**config.mk**
```make
export PLATFORM = sky130hd
export DESIGN_NAME = uart_fifo_core
export DESIGN_NICKNAME = d
export VERILOG_FILES = /design/src/rtl/uart_pkg.sv /design/src/rtl/uart_sfifo.sv /design/src/rtl/uart_fifo_core.sv
export SDC_FILE = /design/constraint.sdc
export NUM_CORES = 1
export LEC_CHECK = 0
export ABC_CLOCK_PERIOD_IN_PS = 3950
export CORE_UTILIZATION = 60
export DETAILED_ROUTE_END_ITERATION = 7
export GPL_TIMING_DRIVEN = 0
export PLACE_DENSITY = 0.79
export SLEW_MARGIN = 20
export SYNTH_ARGS = -nofsm -noshare
export SYNTH_HDL_FRONTEND = slang
export SYNTH_HIERARCHICAL = 1
export SYNTH_SLANG_ARGS = --single-unit
```
**constraint.sdc**
```tcl
create_clock -name clk -period 3.95 [get_ports clk]
set_input_delay 0.79 -clock clk [delete_from_list [all_inputs] [get_ports clk]]
set_output_delay 0.79 -clock clk [all_outputs]
set_load 0.05 [all_outputs]
```
**src/rtl/uart_pkg.sv**
```systemverilog
// Shared types for the buffered UART core: TX/RX state encodings and line idle level.
`timescale 1ns/1ps
package uart_pkg;

  typedef enum logic [2:0] {
    TX_IDLE,
    TX_START,
    TX_DATA,
    TX_PAR,
    TX_STOP
  } tx_state_e;

  typedef enum logic [2:0] {
    RX_IDLE,
    RX_START,
    RX_DATA,
    RX_PAR,
    RX_STOP
  } rx_state_e;

  // Serial line level between frames (mark).
  localparam logic UART_IDLE_LVL = 1'b1;

endpackage

```
**src/rtl/uart_sfifo.sv**
```systemverilog
// Synchronous show-ahead FIFO. The head entry is visible on rdata_o whenever
// empty_o is low. A push into a full FIFO is accepted only if a pop happens in
// the same cycle (the freed slot is the one being written).
`timescale 1ns/1ps
module uart_sfifo #(
  parameter int W     = 8,
  parameter int DEPTH = 8
) (
  input  logic         clk,
  input  logic         rst,
  input  logic         push_i,
  input  logic [W-1:0] wdata_i,
  input  logic         pop_i,
  output logic [W-1:0] rdata_o,
  output logic         full_o,
  output logic         empty_o
);

  localparam int AW = $clog2(DEPTH);

  logic [W-1:0] mem_q [DEPTH];
  logic [AW:0]  wr_ptr_q, wr_ptr_d;
  logic [AW:0]  rd_ptr_q, rd_ptr_d;
  logic         do_push;
  logic         do_pop;

  // Extra MSB distinguishes full from empty when the index bits match.
  assign empty_o = (wr_ptr_q == rd_ptr_q);
  assign full_o  = (wr_ptr_q[AW] != rd_ptr_q[AW]) &&
                   (wr_ptr_q[AW-1:0] == rd_ptr_q[AW-1:0]);
  assign do_pop  = pop_i & ~empty_o;
  assign do_push = push_i & (~full_o | do_pop);
  assign rdata_o = mem_q[rd_ptr_q[AW-1:0]];

  // Pointer advance; both wrap naturally modulo 2*DEPTH.
  always_comb begin
    wr_ptr_d = wr_ptr_q;
    rd_ptr_d = rd_ptr_q;
    if (do_push) wr_ptr_d = wr_ptr_q + 1'b1;
    if (do_pop)  rd_ptr_d = rd_ptr_q + 1'b1;
  end

  // Pointer registers.
  always_ff @(posedge clk or posedge rst) begin
    if (rst) begin
      wr_ptr_q <= '0;
      rd_ptr_q <= '0;
    end else begin
      wr_ptr_q <= wr_ptr_d;
      rd_ptr_q <= rd_ptr_d;
    end
  end

  // Storage array, no reset so it can map onto RAM.
  always_ff @(posedge clk) begin
    if (do_push) mem_q[wr_ptr_q[AW-1:0]] <= wdata_i;
  end

endmodule

```
**src/rtl/uart_fifo_core.sv**
```systemverilog
// Buffered UART transceiver: TX/RX shift engines with runtime baud divider,
// 1/2 stop bits and TX/RX FIFOs. Optional parity bit when UART_PARITY_EN is
// defined (adds cfg_par_en, cfg_par_odd, rx_perr). Divider, stop-bit count and
// parity settings are captured when a frame starts.
`timescale 1ns/1ps
module uart_fifo_core
  import uart_pkg::*;
#(
  parameter int DW       = 8,
  parameter int TX_DEPTH = 8,
  parameter int RX_DEPTH = 8,
  parameter int DIV_W    = 16
) (
  input  logic             clk,
  input  logic             rst,
  input  logic             cfg_en,
  input  logic [DIV_W-1:0] cfg_div,
  input  logic             cfg_stop2,
`ifdef UART_PARITY_EN
  input  logic             cfg_par_en,
  input  logic             cfg_par_odd,
  output logic             rx_perr,
`endif
  input  logic [DW-1:0]    tx_data,
  input  logic             tx_valid,
  output logic             tx_ready,
  output logic [DW-1:0]    rx_data,
  output logic             rx_valid,
  input  logic             rx_ready,
  output logic             rx_ferr,
  output logic             rx_ovf,
  input  logic             rx_ovf_clr,
  output logic             tx_busy,
  output logic             uart_tx,
  input  logic             uart_rx
);

  localparam int IW = $clog2(DW);
  localparam logic [IW-1:0] LAST_IDX = IW'(DW - 1);
`ifdef UART_PARITY_EN
  localparam int RXW = DW + 2;
`else
  localparam int RXW = DW + 1;
`endif

  // ---------------- TX path ----------------
  logic          tx_fifo_full, tx_fifo_empty, tx_pop;
  logic [DW-1:0] tx_fifo_data;

  uart_sfifo #(.W(DW), .DEPTH(TX_DEPTH)) u_tx_fifo (
    .clk     (clk),
    .rst     (rst),
    .push_i  (tx_valid & tx_ready),
    .wdata_i (tx_data),
    .pop_i   (tx_pop),
    .rdata_o (tx_fifo_data),
    .full_o  (tx_fifo_full),
    .empty_o (tx_fifo_empty)
  );

  tx_state_e        tx_state_q, tx_state_d;
  logic [DIV_W-1:0] tx_cnt_q, tx_cnt_d, tx_div_q, tx_div_d;
  logic [DW-1:0]    tx_shift_q, tx_shift_d;
  logic [IW-1:0]    tx_idx_q, tx_idx_d;
  logic             tx_stop2_q, tx_stop2_d, tx_second_q, tx_second_d;
  logic             tx_line_q, tx_line_d;
  logic             tx_par_en_q, tx_par_en_d, tx_par_bit_q, tx_par_bit_d;
  logic             tx_go, tx_bit_end, tx_launch;

  assign tx_ready   = ~tx_fifo_full;
  assign tx_busy    = (tx_state_q != TX_IDLE) | ~tx_fifo_empty;
  assign uart_tx    = tx_line_q;
  assign tx_bit_end = (tx_cnt_q == tx_div_q);
  assign tx_launch  = cfg_en & ~tx_fifo_empty;

  // TX next state: one bit period per state step; a new frame can start
  // straight out of STOP so consecutive frames have no idle gap.
  always_comb begin
    tx_state_d   = tx_state_q;
    tx_cnt_d     = tx_cnt_q + 1'b1;
    tx_div_d     = tx_div_q;
    tx_shift_d   = tx_shift_q;
    tx_idx_d     = tx_idx_q;
    tx_stop2_d   = tx_stop2_q;
    tx_second_d  = tx_second_q;
    tx_line_d    = tx_line_q;
    tx_par_en_d  = tx_par_en_q;
    tx_par_bit_d = tx_par_bit_q;
    tx_go        = 1'b0;
    tx_pop       = 1'b0;
    case (tx_state_q)
      TX_IDLE: begin
        tx_cnt_d  = '0;
        tx_line_d = UART_IDLE_LVL;
        tx_go     = tx_launch;
      end
      TX_START: begin
        if (tx_bit_end) begin
          tx_cnt_d   = '0;
          tx_state_d = TX_DATA;
          tx_idx_d   = '0;
          tx_line_d  = tx_shift_q[0];
          tx_shift_d = tx_shift_q >> 1;
        end
      end
      TX_DATA: begin
        if (tx_bit_end) begin
          tx_cnt_d = '0;
          if (tx_idx_q == LAST_IDX) begin
            tx_second_d = 1'b0;
            if (tx_par_en_q) begin
              tx_state_d = TX_PAR;
              tx_line_d  = tx_par_bit_q;
            end else begin
              tx_state_d = TX_STOP;
              tx_line_d  = 1'b1;
            end
          end else begin
            tx_idx_d   = tx_idx_q + 1'b1;
            tx_line_d  = tx_shift_q[0];
            tx_shift_d = tx_shift_q >> 1;
          end
        end
      end
      TX_PAR: begin
        if (tx_bit_end) begin
          tx_cnt_d   = '0;
          tx_state_d = TX_STOP;
          tx_line_d  = 1'b1;
        end
      end
      TX_STOP: begin
        if (tx_bit_end) begin
          tx_cnt_d = '0;
          if (tx_stop2_q && !tx_second_q) begin
            tx_second_d = 1'b1;
          end else if (tx_launch) begin
            tx_go = 1'b1;
          end else begin
            tx_state_d = TX_IDLE;
          end
        end
      end
      default: begin
        tx_state_d = TX_IDLE;
        tx_line_d  = UART_IDLE_LVL;
      end
    endcase
    // Frame launch: pop the head and capture per-frame configuration.
    if (tx_go) begin
      tx_pop     = 1'b1;
      tx_state_d = TX_START;
      tx_cnt_d   = '0;
      tx_line_d  = 1'b0;
      tx_div_d   = cfg_div;
      tx_stop2_d = cfg_stop2;
      tx_shift_d = tx_fifo_data;
`ifdef UART_PARITY_EN
      tx_par_en_d  = cfg_par_en;
      tx_par_bit_d = (^tx_fifo_data) ^ cfg_par_odd;
`else
      tx_par_en_d  = 1'b0;
      tx_par_bit_d = 1'b0;
`endif
    end
  end

  // TX registers; reset forces the line high immediately.
  always_ff @(posedge clk or posedge rst) begin
    if (rst) begin
      tx_state_q   <= TX_IDLE;
      tx_cnt_q     <= '0;
      tx_div_q     <= '0;
      tx_shift_q   <= '0;
      tx_idx_q     <= '0;
      tx_stop2_q   <= 1'b0;
      tx_second_q  <= 1'b0;
      tx_line_q    <= UART_IDLE_LVL;
      tx_par_en_q  <= 1'b0;
      tx_par_bit_q <= 1'b0;
    end else begin
      tx_state_q   <= tx_state_d;
      tx_cnt_q     <= tx_cnt_d;
      tx_div_q     <= tx_div_d;
      tx_shift_q   <= tx_shift_d;
      tx_idx_q     <= tx_idx_d;
      tx_stop2_q   <= tx_stop2_d;
      tx_second_q  <= tx_second_d;
      tx_line_q    <= tx_line_d;
      tx_par_en_q  <= tx_par_en_d;
      tx_par_bit_q <= tx_par_bit_d;
    end
  end

  // ---------------- RX path ----------------
  logic             rx_s1_q, rx_s2_q, rx_prev_q;
  logic             rx_line, rx_fall;
  rx_state_e        rx_state_q, rx_state_d;
  logic [DIV_W-1:0] rx_cnt_q, rx_cnt_d, rx_div_q, rx_div_d;
  logic [DW-1:0]    rx_shift_q, rx_shift_d;
  logic [IW-1:0]    rx_idx_q, rx_idx_d;
  logic             rx_wait_q, rx_wait_d;
  logic             rx_par_en_q, rx_par_en_d, rx_par_odd_q, rx_par_odd_d;
  logic             rx_perr_q, rx_perr_d;
  logic             rx_push, rx_pop, rx_full, rx_empty, rx_drop;
  logic             rx_ovf_q, rx_ovf_d;
  logic [RXW-1:0]   rx_wdata, rx_head;

  assign rx_line = rx_s2_q;
  assign rx_fall = rx_prev_q & ~rx_s2_q;

  // Two-flop synchroniser plus one delayed copy for falling-edge detection.
  always_ff @(posedge clk or posedge rst) begin
    if (rst) begin
      rx_s1_q   <= UART_IDLE_LVL;
      rx_s2_q   <= UART_IDLE_LVL;
      rx_prev_q <= UART_IDLE_LVL;
    end else begin
      rx_s1_q   <= uart_rx;
      rx_s2_q   <= rx_s1_q;
      rx_prev_q <= rx_s2_q;
    end
  end

  // RX next state: half-bit wait validates the start bit, then sample mid-bit.
  always_comb begin
    rx_state_d   = rx_state_q;
    rx_cnt_d     = rx_cnt_q + 1'b1;
    rx_div_d     = rx_div_q;
    rx_shift_d   = rx_shift_q;
    rx_idx_d     = rx_idx_q;
    rx_wait_d    = rx_wait_q;
    rx_par_en_d  = rx_par_en_q;
    rx_par_odd_d = rx_par_odd_q;
    rx_perr_d    = rx_perr_q;
    rx_push      = 1'b0;
    case (rx_state_q)
      RX_IDLE: begin
        rx_cnt_d = '0;
        if (cfg_en && rx_fall) begin
          rx_state_d = RX_START;
          rx_div_d   = cfg_div;
          rx_perr_d  = 1'b0;
`ifdef UART_PARITY_EN
          rx_par_en_d  = cfg_par_en;
          rx_par_odd_d = cfg_par_odd;
`else
          rx_par_en_d  = 1'b0;
          rx_par_odd_d = 1'b0;
`endif
        end
      end
      RX_START: begin
        if (rx_cnt_q == (rx_div_q >> 1)) begin
          rx_cnt_d = '0;
          rx_idx_d = '0;
          rx_state_d = rx_line ? RX_IDLE : RX_DATA;
        end
      end
      RX_DATA: begin
        if (rx_cnt_q == rx_div_q) begin
          rx_cnt_d   = '0;
          rx_shift_d = {rx_line, rx_shift_q[DW-1:1]};
          if (rx_idx_q == LAST_IDX) begin
            rx_wait_d  = 1'b0;
            rx_state_d = rx_par_en_q ? RX_PAR : RX_STOP;
          end else begin
            rx_idx_d = rx_idx_q + 1'b1;
          end
        end
      end
      RX_PAR: begin
        if (rx_cnt_q == rx_div_q) begin
          rx_cnt_d   = '0;
          rx_perr_d  = rx_line ^ (^rx_shift_q) ^ rx_par_odd_q;
          rx_state_d = RX_STOP;
        end
      end
      RX_STOP: begin
        if (rx_wait_q) begin
          // Broken stop bit: hold off until the line returns to mark.
          if (rx_line) begin
            rx_wait_d  = 1'b0;
            rx_state_d = RX_IDLE;
          end
        end else if (rx_cnt_q == rx_div_q) begin
          rx_cnt_d = '0;
          rx_push  = 1'b1;
          if (rx_line) rx_state_d = RX_IDLE;
          else         rx_wait_d  = 1'b1;
        end
      end
      default: rx_state_d = RX_IDLE;
    endcase
  end

  // RX registers.
  always_ff @(posedge clk or posedge rst) begin
    if (rst) begin
      rx_state_q   <= RX_IDLE;
      rx_cnt_q     <= '0;
      rx_div_q     <= '0;
      rx_shift_q   <= '0;
      rx_idx_q     <= '0;
      rx_wait_q    <= 1'b0;
      rx_par_en_q  <= 1'b0;
      rx_par_odd_q <= 1'b0;
      rx_perr_q    <= 1'b0;
    end else begin
      rx_state_q   <= rx_state_d;
      rx_cnt_q     <= rx_cnt_d;
      rx_div_q     <= rx_div_d;
      rx_shift_q   <= rx_shift_d;
      rx_idx_q     <= rx_idx_d;
      rx_wait_q    <= rx_wait_d;
      rx_par_en_q  <= rx_par_en_d;
      rx_par_odd_q <= rx_par_odd_d;
      rx_perr_q    <= rx_perr_d;
    end
  end

  // Frame error is the sampled stop level at push time, stored with the data.
`ifdef UART_PARITY_EN
  assign rx_wdata = {rx_perr_q, ~rx_line, rx_shift_q};
  assign rx_perr  = rx_head[DW+1];
`else
  assign rx_wdata = {~rx_line, rx_shift_q};
`endif

  uart_sfifo #(.W(RXW), .DEPTH(RX_DEPTH)) u_rx_fifo (
    .clk     (clk),
    .rst     (rst),
    .push_i  (rx_push),
    .wdata_i (rx_wdata),
    .pop_i   (rx_pop),
    .rdata_o (rx_head),
    .full_o  (rx_full),
    .empty_o (rx_empty)
  );

  assign rx_valid = ~rx_empty;
  assign rx_pop   = rx_valid & rx_ready;
  assign rx_data  = rx_head[DW-1:0];
  assign rx_ferr  = rx_head[DW];
  assign rx_drop  = rx_push & rx_full & ~rx_pop;
  assign rx_ovf   = rx_ovf_q;

  // Sticky overflow; a new drop wins over a simultaneous clear.
  always_comb begin
    rx_ovf_d = rx_drop | (rx_ovf_q & ~rx_ovf_clr);
  end

  // Overflow flag register.
  always_ff @(posedge clk or posedge rst) begin
    if (rst) rx_ovf_q <= 1'b0;
    else     rx_ovf_q <= rx_ovf_d;
  end

endmodule

```
==> results by group <==
Floorplanning
  – Die Width: 139 µm
  – Num ports: 46
  – # rows: 49
  – Initial Util: 0.619
  – Die area: 0.0193 mm²
  – Die Ht: 139 µm
  – Core Box Area: 0.0182 mm²

Place
  – Final HPWL DP: 15600 µm
  – Area after DPL: 0.0122 mm²
  – GP Congestion: 0.937
  – PortBufs: 45
  – Worst slack, placed: -87.6 ps
  – Placed Instances: 1050

Hold path
  – Worst hold path class: reg2reg

Worst setup path
  – Crit Path Class: reg2reg
  – CP Capture Type: flip-flop
  – Max FO, Critical Path: 10
  – Critical Path RT: 4130 ps
  – CP Buf/Inv Count: 6
  – Slowest Stage Delay on Critical Path: 570 ps
  – Startpoint types: flip-flop
  – Critical-path top delay cell: o31ai_1
  – Critical path arrival: 3890 ps
  – Cell family with most CP delay: buffers and inverters
  – Critical Path, Cell by Cell: buf_6 -> xnor2_1 -> nand3_2 -> buf_6 -> nor2_1 -> nand3b_1 -> clkbuf_1 -> a21o_1 -> buf_2 -> inv_1 -> clkbuf_1 -> o31ai_1 -> nor2_1

Logic synthesis
  – Number of synthesized flops with an enable pin: 136
  – Ys flop type: edfxtp_1
  – Yosys reg bits: 252
  – Async set-reset flop share out of synthesis: 0.460
  – Seq/Total Area, Yosys: 0.621
  – Syn_nets: 808
  – Mapped Area: 0.0113 mm²
  – Synth warn: 6
  – Syn_area_per_cell: 14.7 µm²
  – Synth cell types: 59
  – Mapped Cells: 766

STA
  – RSZ-0062 raised after global routing: no
  – Relative slew margins: 0.318
  – Peak Freq: 0.270 GHz
  – Fin. Hold Viols: 0
  – Final Max Tran Viols: 0
  – Clock Skews: 6.07 ps
  – Endpoints failing setup: 0
  – Fin crit share: 0.937
  – Setup ws final: 249 ps
  – Least-Margin Pin Slew: 1020 ps
  – Tmin final: 3700 ps

Drt
  – 1st-pass router iterations: 8
  – Routed wire length: 22500 µm
  – Via count: 6592
  – DRC: 2
  – DR vias/cell: 6.02
  – Number of DRC markers in iteration 0: 479
  – Routed wire length per instance: 20.6 µm
  – Antenna-violating nets left: 0

Global route
  – Largest net degree at the start of global routing: 83
  – First-pass GRT wire length: 36700 µm
  – Total GRT Usage: 0.244
  – Number of global-route vias before repair: 6929
  – Gr ovfl total: 0
  – Initial antenna violation count: 0

Cells and area
  – Register area: 0.00699 mm²
  – Number of fill cells: 1128
  – Non-filler instance count after layout: 1095
  – Layout area overhead: 15.1%
  – Final Instance Area: 0.0130 mm²
  – Layout cell share with drive strength beyond 1: 0.227
  – # diodes: 0
  – Area occupied by multi-input gates: 0.00407 mm²
  – Final nets: 890

CTS
  – CTS H-tree lvls: 1
  – Root Driver: clkbuf_16
  – Worst-path clk slew: 60 ps
  – Clk_lat worst skew: 510 ps
  – Clock Sinks: 252
  – CTS tree: done
  – Deepest clock path buffer count: 3
  – Post-CTS setup repair buffer count: 0
  – Num CTS Buffers: 25
  – Hold_buf cts: 0

Power
  – Worst vdd ir: 624 µV
  – Pwr/cell area: 686 mW/mm²
  – Tot Pwr: 8.89 mW
  – Cell leakage power: 4.97 nW

Status
  – Result of the run: finished with violations
  – Failing checks: design-rule violations

Flow run
  – Number of max-cap violations: 0
==> area by class of cell <==
cell class / count / area share
Buffer: 38 / 0.0174
Clock buffer: 33 / 0.0529
Clock inverter: 12 / 0.00743
Inverter: 16 / 0.00502
Multi-Input combinational cell: 460 / 0.314
Sequential cell: 252 / 0.539
Tap cell: 229 / 0.0221
Timing Repair Buffer: 55 / 0.0415
==> path summary, 6_finish.rpt <==
check | from | endpoint | slack (ps) | cells after the start
setup / recovery | u_tx_fifo/rd_ptr_q[0] | u_tx_fifo/mem_q[6][7] | 250 | 13
hold / removal | rx_s1_q | rx_line | 370 | 0
setup reg to reg | u_tx_fifo/rd_ptr_q[0] | u_tx_fifo/mem_q[6][7] | 250 | 13
hold reg to reg | rx_s1_q | rx_line | 370 | 0
max in group asynchronous | rst | rx_s1_q | 2490 | 3
min in group asynchronous | rst | rx_ovf | 750 | 2
==> cell usage after synthesis (6+ instances only) <==
library cell  instances  area (µm²)
mux4_2               30         676
ha_1                 10         125
mux2_2               53         597
inv_1                16        60.1
nand2_1              42         158
and3_1               11        68.8
nor4_1                9        56.3
o21ai_0              16        80.1
edfxtp_1            136        4080
mux2_4                7         105
xnor2_1              43         377
buf_4                 6        45.0
nand4_1              17         106
buf_6                 7        78.8
nor3_1               13        65.1
nor2_1               57         214
o22a_1               14         123
clkbuf_1             15        56.3
buf_2                 6        30.0
xor2_1               47         412
dfrtp_1             112        2800
a21oi_1              12        60.1
nand3_1              13        65.1
==> state kept, by name, summed over array words and instances, names as in the netlist, 3 cells and up <==
name                count
u_rx_fifo/mem_q        72
u_tx_fifo/mem_q        64
rx_cnt_q               16
rx_div_q               16
tx_cnt_q               16
tx_div_q               16
rx_shift_q              8
tx_shift_q              8
u_rx_fifo/rd_ptr_q      4
u_rx_fifo/wr_ptr_q      4
u_tx_fifo/rd_ptr_q      4
u_tx_fifo/wr_ptr_q      4
rx_idx_q                3
rx_state_q              3
tx_idx_q                3
tx_state_q              3
==> logic make-up after synthesis <==
group / synth area share
simple gates: 0.0895
buf+inv: 0.0253
xor+xnor: 0.0743
compound gates: 0.0454
mux: 0.134
fa+ha+maj: 0.0111
flops: 0.621
==> through the flow <==
stage | hold WS, ps | utilization | TNS [ps]
2_1_floorplan | 345 | - | 0
3_3_place_gp | 367 | 0.659 | -143590
3_5_place_dp | 367 | 0.668 | -594
4_1_cts | 375 | 0.711 | 0
5_1_grt | 382 | 0.712 | 0
6_report | 373 | 0.712 | 0
==> placed cells by master (no fill, tap or decap), drive strengths merged, types with 4 or more instances in the layout <==
master           n
clkdlybuf4s50   45
o31ai            5
edfxtp         136
nor2            58
nand3b           4
and3            11
nor3            14
nand3           15
nor2b            5
nand4           18
o311ai           5
dfstp            4
xor2            47
a21oi           13
nand2b           5
clkinv           8
o21ai           17
ha              10
nand2           42
xnor2           46
clkbuf          48
mux4            34
mux2            62
o22a            14
dfrtp          112
nor4            14
inv             16
buf             33
==> per-layer routing <==
| layer | global-route usage | share of wire | up-vias |
|---|---|---|---|
| met5 | 0 | 0 | - |
| met4 | 0.0702 | 0.024 | 0 |
| met3 | 0.0338 | 0.038 | 47 |
| met2 | 0.422 | 0.52 | 176 |
| met1 | 0.325 | 0.42 | 3354 |
| li1 | - | - | 3015 |
==> worst reg2reg max path, delay by kind of cell, from the launching register on <==
kind	cells	cell delay, ps
compound gates	2	710
xor+xnor	1	230
simple gates	4	750
flops	1	410
buf+inv	6	1250
==> report_power, final <==
part	switching (mW)	internal [mW]
clock network	0.957	1.29
registers	0.364	3.22
logic	1.66	1.40
==> timing repair <==
action                     in CTS  in global routing
cloned                          0                  0
setup endpoints to repair      10                 24
resized for setup               1                  1
(Power assumes the default switching activity.)
